## src/rtl/display_pkg.sv

```systemverilog
// Shared types and constants for the multiplexed 7-segment scan controller.
package display_pkg;

  typedef logic [1:0] scan_state_t;

  localparam scan_state_t OFF   = 2'd0;
  localparam scan_state_t BLANK = 2'd1;
  localparam scan_state_t SHOW  = 2'd2;

  typedef struct packed {
    logic       ext;
    logic [3:0] special;
    logic [3:0] d;
  } digit_cfg_t;

  localparam logic [3:0] SPECIAL_BLANK = 4'b1111;

  // A suppressed leading zero is sent to the decoder as its blank code.
  function automatic digit_cfg_t apply_blank(input digit_cfg_t cfg, input logic blank);
    digit_cfg_t result;
    result = cfg;
    if (blank) begin
      result.ext     = 1'b0;
      result.special = SPECIAL_BLANK;
      result.d       = 4'd0;
    end
    return result;
  endfunction

endpackage

```

## src/rtl/peripheral_scan_timer.sv

```systemverilog
// Slot counter for the display scan: runs 0..SLOT_CYC-1 across one digit slot.
module peripheral_scan_timer #(
  parameter int SLOT_CYC  = 50000,
  parameter int BLANK_CYC = 16
) (
  input  logic clk,
  input  logic reset,
  input  logic clear,
  output logic blank_done,
  output logic slot_done
);

  localparam int CNT_W = $clog2(SLOT_CYC);

  logic [CNT_W-1:0] count_reg;

  always_ff @(posedge clk) begin
    if (reset || clear) begin
      count_reg <= '0;
    end else begin
      count_reg <= count_reg + 1'b1;
    end
  end

  assign blank_done = (count_reg == CNT_W'(BLANK_CYC - 1));
  assign slot_done  = (count_reg == CNT_W'(SLOT_CYC - 1));

endmodule

```

## src/rtl/peripheral_display_scan.sv

```systemverilog
// Scan controller: double-buffered digit codes, blank/show slot FSM,
// leading-zero suppression and active-low anode drive for one shared decoder.
module peripheral_display_scan
  import display_pkg::*;
#(
  parameter int N_DIGITS  = 4,
  parameter int SLOT_CYC  = 50000,
  parameter int BLANK_CYC = 16
) (
  input  logic                clk,
  input  logic                reset,
  input  logic                enable,
  input  logic                lz_en,
  input  logic                wr_en,
  input  logic [2:0]          wr_addr,
  input  logic [8:0]          wr_data,
  output logic                wr_ack,
  output logic [3:0]          dec_d,
  output logic [3:0]          dec_special,
  output logic                dec_ext,
  output logic [31:0]         dec_deco,
  output logic [N_DIGITS-1:0] an_n,
  output logic                frame_start
);

  localparam int IDX_W = $clog2(N_DIGITS);

  scan_state_t state_reg, state_next;
  logic [IDX_W-1:0] idx_reg, idx_next;
  logic commit, step;
  logic blank_done, slot_done, timer_clear;
  logic wr_hit;

  digit_cfg_t shadow_reg [N_DIGITS];
  digit_cfg_t active_reg [N_DIGITS];
  digit_cfg_t dec_reg;
  logic [N_DIGITS-1:0] blank_mask_reg;
  logic [N_DIGITS-1:0] shadow_zero, shadow_blank;
  logic frame_start_reg, wr_ack_reg;

  assign wr_hit = wr_en && (int'(wr_addr) < N_DIGITS);

  // The mask is taken from shadow because it becomes the active set at commit.
  for (genvar gi = 0; gi < N_DIGITS; gi++) begin : g_lz
    assign shadow_zero[gi] = (shadow_reg[gi] == '0);
    if (gi == 0) begin : g_first
      assign shadow_blank[gi] = 1'b0;
    end else begin : g_upper
      assign shadow_blank[gi] = lz_en && (&shadow_zero[N_DIGITS-1:gi]);
    end
  end

  peripheral_scan_timer #(
    .SLOT_CYC (SLOT_CYC),
    .BLANK_CYC(BLANK_CYC)
  ) u_timer (
    .clk       (clk),
    .reset     (reset),
    .clear     (timer_clear),
    .blank_done(blank_done),
    .slot_done (slot_done)
  );

  assign timer_clear = (state_reg == OFF) || !enable || (state_reg == SHOW && slot_done);

  always_comb begin
    state_next = state_reg;
    idx_next   = idx_reg;
    commit     = 1'b0;
    step       = 1'b0;
    case (state_reg)
      OFF: begin
        if (enable) begin
          state_next = BLANK;
          idx_next   = '0;
          commit     = 1'b1;
          step       = 1'b1;
        end
      end
      BLANK: begin
        if (!enable) begin
          state_next = OFF;
          idx_next   = '0;
        end else if (blank_done) begin
          state_next = SHOW;
        end
      end
      SHOW: begin
        if (!enable) begin
          state_next = OFF;
          idx_next   = '0;
        end else if (slot_done) begin
          state_next = BLANK;
          step       = 1'b1;
          if (idx_reg == IDX_W'(N_DIGITS - 1)) begin
            idx_next = '0;
            commit   = 1'b1;
          end else begin
            idx_next = idx_reg + 1'b1;
          end
        end
      end
      default: begin
        state_next = OFF;
        idx_next   = '0;
      end
    endcase
  end

  always_ff @(posedge clk) begin
    if (reset) begin
      state_reg       <= OFF;
      idx_reg         <= '0;
      dec_reg         <= '0;
      blank_mask_reg  <= '0;
      frame_start_reg <= 1'b0;
      wr_ack_reg      <= 1'b0;
      for (int i = 0; i < N_DIGITS; i++) begin
        shadow_reg[i] <= '0;
        active_reg[i] <= '0;
      end
    end else begin
      state_reg       <= state_next;
      idx_reg         <= idx_next;
      frame_start_reg <= commit;
      wr_ack_reg      <= wr_hit;
      if (wr_hit) begin
        shadow_reg[wr_addr[IDX_W-1:0]] <= digit_cfg_t'(wr_data);
      end
      // Commit reads the pre-write shadow, so a same-cycle write waits a frame.
      if (commit) begin
        for (int i = 0; i < N_DIGITS; i++) begin
          active_reg[i] <= shadow_reg[i];
        end
        blank_mask_reg <= shadow_blank;
        dec_reg        <= apply_blank(shadow_reg[0], shadow_blank[0]);
      end else if (step) begin
        dec_reg <= apply_blank(active_reg[idx_next], blank_mask_reg[idx_next]);
      end
    end
  end

  always_comb begin
    an_n = '1;
    if (state_reg == SHOW) begin
      an_n[idx_reg] = 1'b0;
    end
  end

  assign dec_d       = dec_reg.d;
  assign dec_special = dec_reg.special;
  assign dec_ext     = dec_reg.ext;
  assign dec_deco    = {{(32 - IDX_W){1'b0}}, idx_reg};
  assign frame_start = frame_start_reg;
  assign wr_ack      = wr_ack_reg;

endmodule

```

## config.mk

```make
export PLATFORM = sky130hd
export DESIGN_NAME = peripheral_display_scan
export DESIGN_NICKNAME = d
export VERILOG_FILES = /design/src/rtl/display_pkg.sv /design/src/rtl/peripheral_scan_timer.sv /design/src/rtl/peripheral_display_scan.sv
export SDC_FILE = /design/constraint.sdc
export NUM_CORES = 1
export LEC_CHECK = 0
export BUFFER_PORTS_ARGS = -buffer_cell sky130_fd_sc_hd__buf_4
export CAP_MARGIN = 10
export CELL_PAD_IN_SITES_DETAIL_PLACEMENT = 2
export CELL_PAD_IN_SITES_GLOBAL_PLACEMENT = 2
export CORE_ASPECT_RATIO = 0.8
export CORE_UTILIZATION = 36
export CTS_BUF_LIST = sky130_fd_sc_hd__clkbuf_4 sky130_fd_sc_hd__clkbuf_8
export DETAILED_ROUTE_END_ITERATION = 8
export MAX_ROUTING_LAYER = met4
export PLACE_DENSITY = 0.81
export SLEW_MARGIN = 20
export SYNTH_ARGS = -nofsm -noshare
export SYNTH_HDL_FRONTEND = slang
export SYNTH_HIERARCHICAL = 1
export SYNTH_SLANG_ARGS = --single-unit
```

## constraint.sdc

```tcl
create_clock -name clk -period 2.9 [get_ports clk]
set_input_delay 0.58 -clock clk [delete_from_list [all_inputs] [get_ports clk]]
set_output_delay 0.58 -clock clk [all_outputs]
set_load 0.01 [all_outputs]
```

==> results of run 1 <==
==> layer usage <==
metal	wire (um)	part of all wire, %
met5	0	0
met2	7681	53
met4	85	0.59
met3	759	5.3
met1	5906	41
==> cell type report <==
type / count / share of cell area (%)
Multi-Input combinational cell: 298 / 34.41
Clock inverter: 7 / 1.006
Timing Repair Buffer: 64 / 9.079
Clock buffer: 9 / 2.120
Sequential cell: 106 / 48.76
Inverter: 12 / 0.7709
Tap cell: 180 / 3.854
==> cell families (layout without fill, tap and decap cells) <==
group,after synthesis,in the layout,synth area share [%]
AND/OR/NAND/NOR,189,189,21.47
flip-flops,106,106,56.59
buffers and inverters,60,92,7.422
AO/OA/AOI/OAI,38,39,6.301
multiplexers,24,24,4.981
XOR/XNOR,11,11,1.918
adder cells (fa/ha/maj),5,5,1.245
other,1,30,0.07465
==> worst min path at each step <==
stage                                 start                 to  slack [ps]  depth (start not counted)
after floorplan           blank_mask_reg[2]  blank_mask_reg[2]         420                          2
after global placement    blank_mask_reg[2]  blank_mask_reg[2]         430                          2
after detailed placement  blank_mask_reg[2]  blank_mask_reg[2]         490                          2
after CTS                        wr_data[2]   shadow_reg[3][2]         500                          2
after global routing             wr_data[3]   shadow_reg[3][3]         510                          2
final                     blank_mask_reg[2]  blank_mask_reg[2]         480                          2
==> Yosys cell counts (2+ instances only) <==
library cell and number:
buf_6 4, edfxtp_1 72, nand3_1 8, a21oi_1 9, or3_1 3, clkbuf_1 12
o21ai_0 5, mux2i_1 19, nor3_1 13, nor4_1 5, dfxtp_1 34, ha_1 5
nand2_1 21, and3b_1 2, nor3b_1 3, nor2b_1 4, xnor2_1 9, buf_4 31
xor2_1 2, o41ai_1 2, a21o_1 2, nor2_1 39, nand4b_1 3, nand4_1 2
and2_1 72, or2_2 4, mux2_2 4, o21ai_1 5, inv_1 11, a2111oi_2 4
a222oi_1 5
==> report_power, final <==
group / internal (uW) / switching [uW]
logic: 78.0 / 130
registers: 1700 / 50.5
clock network: 330 / 567
total: 2110 / 747
==> through the flow <==
step	setup WS (ps)	setup TNS, ps
after detailed placement	-200.6	-1398
after floorplan	8.222	0
after global routing	-107.6	-470.6
after CTS	61.75	0
after global placement	15.37	0
final	-15.75	-21.00
==> worst max-delay path, delay by kind of cell (launching register included) <==
kind / cells / cell delay (ps)
flip-flops: 1 / 380
buffers and inverters: 2 / 280
AO/OA/AOI/OAI: 3 / 650
multiplexers: 2 / 270
AND/OR/NAND/NOR: 5 / 1220
==> what timing repair did <==
| action | 4_1_cts | 5_1_grt |
|---|---|---|
| endpoints found under the setup margin | 9 | 9 |
| pin swaps | 3 | 11 |
| cloned | 0 | 1 |
| setup buffers | 4 | 10 |
| resized for setup | 7 | 18 |
==> flow_metrics.py, run 1 <==
metrics = {
    "routing": {
        "routed_wl_mm": 14.43,
        "antenna_left": 0,
        "drtIter0Drc": 187,
        "via_per_inst": 5.118,
        "post_drt_wl_per_cell_um": 21.35,
        "drc": 0,
        "drt-pass1-iter-count": 4,
        "num_vias": 3460,
    },
    "final_layout": {
        "fin_cells": 676,
        "fin_util_pct": 42.97,
        "area_delta_synth_final_pct": 16.31,
        "diodes": 0,
        "layout_common_cells": "72 x and2_1, 72 x edfxtp_1, 60 x buf_4",
        "n_fill_cell": 1398,
        "fin_area_sq_um": 5843,
        "seqCellArea_sq_um": 2849,
        "nets": 513,
        "multiInputGateArea_sq_um": 2011,
        "drive_gt1_share_pct": 23.99,
    },
    "sta": {
        "fin_skew_ps": 13.46,
        "fin_crit_ps": 2916,
        "finalMaxSlewViolations": 0,
        "post-route-period-util_pct": 100.5,
        "rsz0062_at_grt": "true",
        "tightest_slew_ps": 631.2,
        "final_hold_viol_count": 0,
        "setup_ws_ps": -15.75,
        "fmax_mhz": 343.0,
        "slew_headroom_pct": 57.86,
        "setup_viol": 2,
        "fin_hold_ws_ps": 479.9,
    },
    "synthesis": {
        "yosys-top-cells-area": "edfxtp_1 43%, dfxtp_1 14%, and2_1 9.0%",
        "synth_warnings": 6,
        "yosysSeqAreaShare_pct": 56.59,
        "yosys.area.top_type_share_pct": 43.04,
        "synth_flop_cell": "edfxtp_1",
        "synth_edf_count": 72,
        "ys_ff_latch": 106,
        "synth_area_leader_cell": "edfxtp_1",
        "async_flop_share_pct": 0,
        "synthCells": 434,
        "syn_avg_cell_area_sq_um": 11.58,
        "ys_types": 51,
        "syn-cell-area_sq_um": 5024,
    },
    "global_route": {
        "antenna_found_initial": 0,
        "busiest_layer": "met2",
        "met3_usage_pct": 2.872,
        "gr-total-overflow": 0,
        "grt_max_degree": 39,
        "grt_use_met2_pct": 35.86,
        "gr-usage-met1_pct": 24.95,
        "grt_pass1_wl_mm": 21.19,
        "gr-usage-all-layers_pct": 20.51,
        "first_global_vias": 3765,
    },
    "clock_network": {
        "cts.sinks": 106,
        "cts.clk_slew.worst_paths_ps": 110,
        "clock_latency_ps": 380,
        "cts_tree": "yes",
        "h-tree-depth": 3,
        "cts_buffer_depth": 2,
        "numCtsBuffers": 9,
        "clockRootBuffer": "clkbuf_8",
        "cts_hold_buf": 0,
    },
    "setup_path": {
        "cp_common_cell": "mux2i_1",
        "crit_arrival_ps": 3180,
        "reg2reg_from": "u_timer/count_reg[7]",
        "rr_worst_depth": 12,
        "start_kind": "flip-flop",
        "crit_path_end_kind": "flip-flop",
        "timing_worst_setup_path_type": "flip-flop to flip-flop",
        "endpoint": "dec_d[0]",
        "startpoint": "u_timer/count_reg[7]",
        "critPathSlowestCell": "or3b_4",
        "r2r-end": "dec_d[0]",
        "crit_chain": "nor3_1 -> nand3b_1 -> nor3_2 -> or3b_4 -> o21ai_2 -> a31o_4 -> buf_12 -> buf_4 -> mux2i_1 -> mux2i_1 -> a222oi_1 -> nor2_1",
        "max_stage_delay_ps": 420,
        "critPathRequiredTime_ps": 3170,
        "reg2reg_slack_ps": -20,
        "crit_fanout": 8,
    },
    "die": {
        "fp.coreArea_sq_um": 13600,
        "std_cell_rows": 38,
        "ioPinCount": 64,
        "initial_utilization_pct": 36.94,
        "dieArea_sq_um": 14430,
        "die_width_um": 134.1,
        "die_y_um": 107.7,
    },
    "placed_design": {
        "place.detailed.hpwl_mm": 10.02,
        "port_buffers": 33,
        "placed_area_sq_um": 5420,
        "dp_cells": 645,
        "gp_congestion": 0.7663,
    },
    "flow_run": {
        "drv_cap": 0,
    },
    "worst_hold_path": {
        "min_path_type": "flip-flop to flip-flop",
    },
    "power_and_ir_drop": {
        "power_leakage_uw": 0.002156,
        "ir_drop_mv": 0.2467,
        "finalPower_uw": 2855,
        "powerDensity_nw_per_um2": 488.6,
    },
    "status": {
        "violations": "negative setup slack",
        "status": "finished, violations left",
    },
}
No activity file was read; power rests on OpenSTA's default activity.
==> inputs of run 2 (changes only) <==
==> constraint.sdc (replaced) <==
create_clock -name clk -period 2.9 [get_ports clk]
set_input_delay 0.145 -clock clk [delete_from_list [all_inputs] [get_ports clk]]
set_output_delay 0.145 -clock clk [all_outputs]
set_load 0.01 [all_outputs]
==> run 2 against run 1 <==
The run still ends with negative setup slack left. First-iteration DRC count rose by 34%. Sequential share of layout area down 0.13 points. Count of clock-buffer cells in the layout is the same. Routed wire length fell by 2.5%. Final area up 0.49%. Total power rose by 4.7%. Register-to-register slack got worse by 80 ps.
==> flow_metrics.py, run 2 (same netlist as run 1, synthesis figures left out) <==
metrics = {
    "routing": {
        "antenna_left": 0,
        "routed_wl_mm": 14.08,
        "drc": 0,
        "post_drt_wl_per_cell_um": 20.94,
        "num_vias": 3411,
        "drtIter0Drc": 250,
        "drt-pass1-iter-count": 5,
        "via_per_inst": 5.076,
    },
    "sta": {
        "fin_skew_ps": 12.99,
        "rsz0062_at_grt": "true",
        "fmax_mhz": 334.0,
        "finalMaxSlewViolations": 0,
        "setup_viol": 5,
        "setup_tns_ps": -165.8,
        "post-route-period-util_pct": 103.2,
        "setup_ws_ps": -93.70,
        "fin_crit_ps": 2994,
        "final_hold_viol_count": 0,
        "slew_headroom_pct": 44.75,
        "tightest_slew_ps": 818.0,
    },
    "setup_path": {
        "crit_path_end_kind": "flip-flop",
        "start_kind": "flip-flop",
        "reg2reg_from": "u_timer/count_reg[1]",
        "critPathRequiredTime_ps": 3160,
        "timing_worst_setup_path_type": "flip-flop to flip-flop",
        "crit_fanout": 8,
        "crit_arrival_ps": 3260,
        "startpoint": "u_timer/count_reg[1]",
    },
    "worst_hold_path": {
        "min_path_type": "input port to flip-flop",
        "min-delay-start": "wr_data[2]",
    },
    "placed_design": {
        "port_buffers": 33,
        "place.detailed.hpwl_mm": 9.638,
        "gp_congestion": 0.7784,
    },
    "final_layout": {
        "fin_util_pct": 43.18,
        "area_delta_synth_final_pct": 16.89,
        "drive_gt1_share_pct": 22.97,
        "nets": 509,
        "diodes": 0,
        "layout_common_cells": "72 x and2_1, 72 x edfxtp_1, 55 x buf_4",
    },
    "die": {
        "dieArea_sq_um": 14430,
        "initial_utilization_pct": 36.94,
        "fp.coreArea_sq_um": 13600,
        "std_cell_rows": 38,
        "die_width_um": 134.1,
        "ioPinCount": 64,
        "die_y_um": 107.7,
    },
    "status": {
        "violations": "negative setup slack",
        "status": "finished, violations left",
    },
    "flow_run": {
        "drv_cap": 0,
    },
    "clock_network": {
        "numCtsBuffers": 9,
        "cts_hold_buf": 0,
        "h-tree-depth": 3,
        "clock_latency_ps": 390,
        "cts.sinks": 106,
        "cts.clk_slew.worst_paths_ps": 100,
        "clockRootBuffer": "clkbuf_8",
        "cts_tree": "yes",
        "cts_buffer_depth": 2,
    },
    "global_route": {
        "gr-total-overflow": 0,
        "grt_max_degree": 39,
        "gr-usage-all-layers_pct": 20.03,
        "grt_pass1_wl_mm": 20.44,
        "first_global_vias": 3503,
        "antenna_found_initial": 0,
    },
    "power_and_ir_drop": {
        "powerDensity_nw_per_um2": 509.1,
        "ir_drop_mv": 0.2471,
        "power_leakage_uw": 0.002152,
    },
}
[run 2: per-layer routing]
| layer | vias to the layer above | wire length, um | GRT usage (%) |
|---|---|---|---|
| li1 | 1565 | - | - |
| met1 | 1725 | 5921 | 23.86 |
| met2 | 108 | 7379 | 35.09 |
| met3 | 13 | 604 | 3.060 |
| met4 | 0 | 168 | 6.100 |
| met5 | - | 0 | - |
[run 2: critical path: stages (launching register included)]
cell and delay, ps:
dfxtp_4 370, ha_4 150, nand3_2 70, nand3b_1 220, nor3_2 240, buf_4 210
nand2_1 90, o21ai_0 130, a31oi_1 190, o21ai_4 400, a211oi_4 150, buf_12 170
a222oi_1 380, nor2_1 110
[run 2: where the power goes]
part	switching, uW	internal (uW)	total [uW]
sequential	47.3	1700	1750
combinational	133	80.2	213
clock	539	492	1030
[run 2: repair_timing]
action                                  in CTS  in global routing
gates resized for setup                     11                 13
pin swaps                                    4                 14
setup buffers                                2                  9
endpoints found under the setup margin       9                  9
cloned                                       0                  1
[run 2: final timing paths]
kind	endpoint	slack, ps	cells after the start
setup / recovery	dec_d[1]	-90	13
hold / removal	shadow_reg[3][2]	60	2
setup reg to reg	dec_d[1]	-90	13
hold reg to reg	blank_mask_reg[2]	500	2
[run 2: area by class of cell]
| cell class | instances | area, sq um |
|---|---|---|
| Tap cell | 180 | 225.2 |
| Timing Repair Buffer | 61 | 524.3 |
| Clock inverter | 7 | 101.3 |
| Multi-Input combinational cell | 297 | 1997 |
| Clock buffer | 9 | 123.9 |
| Sequential cell | 106 | 2855 |
| Fill cell | 1392 | 7726 |
| Inverter | 12 | 45.04 |
[run 2: through the flow]
stage | cells | hold slack, ps | setup WS [ps] | power, uW | area (sq um)
final | 672 | 64.41 | -93.70 | 2989 | 5872
after global routing | 672 | 58.72 | -303.5 | 3082 | 5872
after CTS | 663 | 56.80 | 16.05 | 3004 | 5723
after detailed placement | 645 | 454.0 | -317.6 | 1986 | 5433
after global placement | 645 | 438.3 | 57.60 | 1964 | 5433
after floorplan | 463 | 343.2 | 8.222 | 1906 | 5135
